<file path="config.mk">
export PLATFORM = sky130hd
export DESIGN_NAME = vga_pattern_gen
export DESIGN_NICKNAME = d
export VERILOG_FILES = /design/src/rtl/vga_pattern_gen.sv
export SDC_FILE = /design/constraint.sdc
export NUM_CORES = 1
export LEC_CHECK = 0
export CAP_MARGIN = 20
export CORE_MARGIN = 3
export CORE_UTILIZATION = 51
export CTS_CLUSTER_DIAMETER = 100
export DETAILED_ROUTE_END_ITERATION = 12
export GPL_TIMING_DRIVEN = 1
export HOLD_SLACK_MARGIN = 0.05
export PLACE_DENSITY_LB_ADDON = 0.05
export SYNTH_ARGS = -nofsm -noshare
export SYNTH_HDL_FRONTEND = slang
export SYNTH_SLANG_ARGS = --single-unit
</file>
<file path="constraint.sdc">
create_clock -name clk -period 1.95 [get_ports clk]
set_input_delay 0.585 -clock clk [delete_from_list [all_inputs] [get_ports clk]]
set_output_delay 0.585 -clock clk [all_outputs]
set_load 0.02 [all_outputs]
</file>
<file path="src/rtl/vga_pattern_gen.sv">
// VGA timing and test-pattern generator: pixel divider, h/v counters,
// registered sync/colour outputs and a frame counter on the LEDs.
//
// Ports:
//   clk    in   1  system clock, rising edge
//   reset  in   1  asynchronous active-low reset
//   sw     in   8  sw[1:0] pattern mode (latched at frame end),
//                  sw[7:2] colour seed (live)
//   hsync  out  1  horizontal sync, active level SYNC_POL
//   vsync  out  1  vertical sync, active level SYNC_POL
//   rgb    out  8  pixel colour, 8'h00 outside the visible area
//   led    out  8  frame counter
module vga_pattern_gen #(
    parameter int CLK_DIV   = 4,
    parameter int H_ACTIVE  = 640,
    parameter int H_FP      = 16,
    parameter int H_SYNC    = 96,
    parameter int H_BP      = 48,
    parameter int V_ACTIVE  = 480,
    parameter int V_FP      = 10,
    parameter int V_SYNC    = 2,
    parameter int V_BP      = 33,
    parameter bit SYNC_POL  = 1'b0,
    parameter int BAR_SHIFT = 6,
    parameter int CHK_SHIFT = 5
) (
    input  logic       clk,
    input  logic       reset,
    input  logic [7:0] sw,
    output logic       hsync,
    output logic       vsync,
    output logic [7:0] rgb,
    output logic [7:0] led
);

    localparam int H_TOTAL = H_ACTIVE + H_FP + H_SYNC + H_BP;
    localparam int V_TOTAL = V_ACTIVE + V_FP + V_SYNC + V_BP;
    localparam int HW = $clog2(H_TOTAL);
    localparam int VW = $clog2(V_TOTAL);
    localparam int DW = (CLK_DIV > 1) ? $clog2(CLK_DIV) : 1;

    localparam logic [31:0] H_SS = 32'(H_ACTIVE + H_FP);
    localparam logic [31:0] H_SE = 32'(H_ACTIVE + H_FP + H_SYNC);
    localparam logic [31:0] V_SS = 32'(V_ACTIVE + V_FP);
    localparam logic [31:0] V_SE = 32'(V_ACTIVE + V_FP + V_SYNC);
    localparam logic [31:0] H_VIS = 32'(H_ACTIVE);
    localparam logic [31:0] V_VIS = 32'(V_ACTIVE);

    logic [DW-1:0] div;
    logic [HW-1:0] hcount;
    logic [VW-1:0] vcount;
    logic [7:0]    frame_cnt;
    logic [1:0]    mode_q;

    logic          tick;
    logic          h_last;
    logic          v_last;
    logic [31:0]   hc;
    logic [31:0]   vc;
    logic          hs_d;
    logic          vs_d;
    logic          video_on;
    logic [2:0]    idx;
    logic          chk;
    logic [7:0]    pat;
    logic [7:0]    rgb_d;

    assign tick   = (div == DW'(CLK_DIV - 1));
    assign h_last = (hcount == HW'(H_TOTAL - 1));
    assign v_last = (vcount == VW'(V_TOTAL - 1));
    assign led    = frame_cnt;

    // Decode of the current counters; registered on the next tick,
    // so outputs trail the counters by one pixel.
    always_comb begin
        hc       = 32'(hcount);
        vc       = 32'(vcount);
        hs_d     = (hc >= H_SS && hc < H_SE) ? SYNC_POL : ~SYNC_POL;
        vs_d     = (vc >= V_SS && vc < V_SE) ? SYNC_POL : ~SYNC_POL;
        video_on = (hc < H_VIS) && (vc < V_VIS);
        idx      = 3'(hcount >> BAR_SHIFT);
        chk      = 1'(hcount >> CHK_SHIFT) ^ 1'(vcount >> CHK_SHIFT);
        pat      = 8'h00;
        case (mode_q)
            2'd0:    pat = {sw[7:2], sw[7:6]};
            2'd1:    pat = {idx, idx, idx[2:1]};
            2'd2:    pat = chk ? 8'hFF : 8'h00;
            default: pat = 8'(hcount) + frame_cnt;
        endcase
        rgb_d = video_on ? pat : 8'h00;
    end

    always_ff @(posedge clk or negedge reset) begin
        if (!reset) begin
            div       <= '0;
            hcount    <= '0;
            vcount    <= '0;
            frame_cnt <= 8'h00;
            mode_q    <= 2'd0;
            hsync     <= ~SYNC_POL;
            vsync     <= ~SYNC_POL;
            rgb       <= 8'h00;
        end else begin
            div <= tick ? '0 : div + 1'b1;
            if (tick) begin
                hsync <= hs_d;
                vsync <= vs_d;
                rgb   <= rgb_d;
                if (h_last) begin
                    hcount <= '0;
                    if (v_last) begin
                        vcount    <= '0;
                        frame_cnt <= frame_cnt + 8'd1;
                        mode_q    <= sw[1:0];
                    end else begin
                        vcount <= vcount + 1'b1;
                    end
                end else begin
                    hcount <= hcount + 1'b1;
                end
            end
        end
    end

endmodule
</file>
==> impl_metrics.ini <==
[worst_setup_path]
rrSetupSlack_ps = 1
cp-end-kind = register
cp.required_ps = 2150
cp-start-kind = register
reg2reg_depth = 6
path_buf_inv = 0
r2r-end = rgb[6]$_DFFE_PN0P_
path_class = register to register
slowest_stage = dfrtp_2
r2r_start = led[0]$_DFFE_PN0P_
worstPathMaxFanout = 3
path_delay_family = compound AO/OA/AOI/OAI gates
critPathMaxStageDelay_ps = 430
worstPathCellList = ha_4 -> fa_2 -> a211o_1 -> a21oi_2 -> mux2i_1 -> o41ai_1
cp_data_arrival_time_ps = 2140

[clocking]
h-tree-depth = 2
cts_buffers = 5
clk_latency_ps = 300
clk_path_buf_depth = 2
clk_pin_slew_ps = 80
root_buffer = clkbuf_8
cts.sinks = 42
cts_tree = done

[timing]
fin_crit_sh_pct = 99.9
rsz0062_at_grt = true
drv_slew = 0
skew_ps = 8.03
whs_ps = 235
min_period_ps = 1950
max_freq_ghz = 0.513
finalSetupViolations = 0
fin_ws_ps = 1.37
hold_viol = 0
tightest_slew_ps = 416
tns_ps = 0
max_slew_margin_pct = 71.6

[yosys]
synth_top_area_share_pct = 39.6
ys_ff_latch = 42
async_flop_share_pct = 100
syn_avg_cell_area_um2 = 10.0
synthCells = 252
synth_edf_count = 0
ys.flop_type = dfrtp_1
ys_warn_count = 0
yosysTopAreaCell = dfrtp_1
synth_area_mm2 = 0.00253
synth_seq_area_share_pct = 41.7
ys_types = 49
synth_nets = 277
synth_area_leaders = dfrtp_1 40%, ha_1 6.9%, xor2_1 4.8%

[placement]
placed_cell_area_mm2 = 0.00298
place_ws_ps = 17.6
dp_hpwl_um = 4180
globalplace.congestion = 0.809
portBuffers = 27

[run_status]
status = complete, no violations

[global_route]
grt_max_degree = 43
track_usage_pct = 21.2
grt_pass1_wl_um = 9910
overflow = 0
grt_antenna_before_repair = 0
grt_pass1_vias = 1978

[power]
leakagePower_nw = 1.52
ir_drop_mv = 0.314
power_w = 0.00154
power_density_mw_per_mm2 = 500

[floorplan]
die_y_um = 76.4
core_area_mm2 = 0.00456
dieArea_mm2 = 0.00584
start_util_pct = 55.4
die_w_um = 76.4
io_pins = 28
row_count = 24

[routing]
wirelength_um = 5810
drc = 0
drt-wirelength-per-cell_um = 16.1
dr.first_iter.drc_count = 149
viasPerCell = 5.65
vias = 2034
postRouteAntennaNets = 0
drt-pass1-iter-count = 4

[final_layout]
layout-drive-gt1-share_pct = 16.9
final_area_mm2 = 0.00308
final_common_cell = dfrtp_1
fin_nets = 319
final_cell_mix = 39 x dfrtp_1, 20 x inv_1, 19 x buf_4
area_growth_pct = 21.7
antenna_cells = 0

[worst_hold_path]
hold_path_class = primary input to asynchronous set/reset pin

[run]
drv_cap = 0
## logic make-up (layout without fill, tap and decap cells)
family	Yosys count	in the layout	share of synthesized area, %
buffers and inverters	32	75	5.64
AOI/OAI and AO/OA	49	49	12.9
and+or+nand+nor	84	84	21.2
xor gates and xnor gates	23	23	7.97
muxes	7	7	2.92
DFF	42	42	41.7
adders and majority gates	15	15	7.72
## metrics by stage
step,util (%),instances
final,67.4,360
after global routing,67.4,360
after CTS,66.9,360
after detailed placement,65.3,352
after global placement,65.3,352
after floorplan,-,252
## worst max-delay path by stage
stage,cells past startpoint,to,startpoint,slack (ps)
5_1_grt,6,rgb[6]$_DFFE_PN0P_,led[0]$_DFFE_PN0P_,-70
4_1_cts,6,rgb[6]$_DFFE_PN0P_,led[0]$_DFFE_PN0P_,5
6_report,6,rgb[6]$_DFFE_PN0P_,led[0]$_DFFE_PN0P_,1
2_1_floorplan,6,rgb[6]$_DFFE_PN0P_,led[0]$_DFFE_PN0P_,8
3_5_place_dp,6,rgb[6]$_DFFE_PN0P_,led[0]$_DFFE_PN0P_,20
3_3_place_gp,6,rgb[6]$_DFFE_PN0P_,led[0]$_DFFE_PN0P_,50
## routing by layer
| metal | track usage [%] | part of all wire [%] | routed length (µm) | vias to the layer above |
|---|---|---|---|---|
| met4 | 6.52 | 1.1 | 65 | 0 |
| met5 | 0 | 0 | 0 | - |
| met3 | 3.78 | 4.5 | 262 | 7 |
| li1 | - | - | - | 989 |
| met1 | 31.1 | 49 | 2820 | 986 |
| met2 | 31.8 | 46 | 2660 | 52 |
## cell usage after synthesis (4+ instances only)
library cell,count
a21oi_1,12
and3_1,4
buf_2,6
clkbuf_1,4
dfrtp_1,40
ha_1,14
inv_1,20
mux2i_1,4
nand2_1,12
nand3_1,12
nand4_1,9
nor2_1,14
nor3_1,10
o21ai_0,10
o22ai_1,4
o32ai_1,5
or3_1,4
xnor2_1,9
xor2_1,14
## registers in the layout, summed over array words and instances, names as in the netlist
register	count
hsync	1
div	2
mode_q	2
vsync	1
vcount	10
hcount	10
led	8
rgb	8
## worst register-to-register path: cells and delay by family, from the launching register on
kind / cells / cell delay [ps]
compound gates: 3 / 780
fa+ha+maj: 2 / 540
flops: 1 / 430
mux: 1 / 90
## cell type report
class,count,area (µm²)
fillers,404,1490
multi-input cells,178,1360
flip-flops and latches,42,1050
repair buffers,47,419
well taps,65,81.3
inverters,20,75.1
clock buffers,6,72.6
clock inverters,2,13.8
## timing repair
action / 4_1_cts / 5_1_grt
pin swaps: 1 / 0
hold buffers: 0 / 0
endpoints found under the setup margin: 10 / 8
gates cloned: 0 / 0
setup buffers: 0 / 0
gates resized for setup: 9 / 5
## where the power goes
part / switching (W) / internal [W] / leakage (nW)
sequential: 0.00000437 / 0.000879 / 0.545
combinational: 0.0000427 / 0.0000415 / 0.934
clock: 0.000317 / 0.000253 / 0.0452
(Power assumes the default switching activity.)
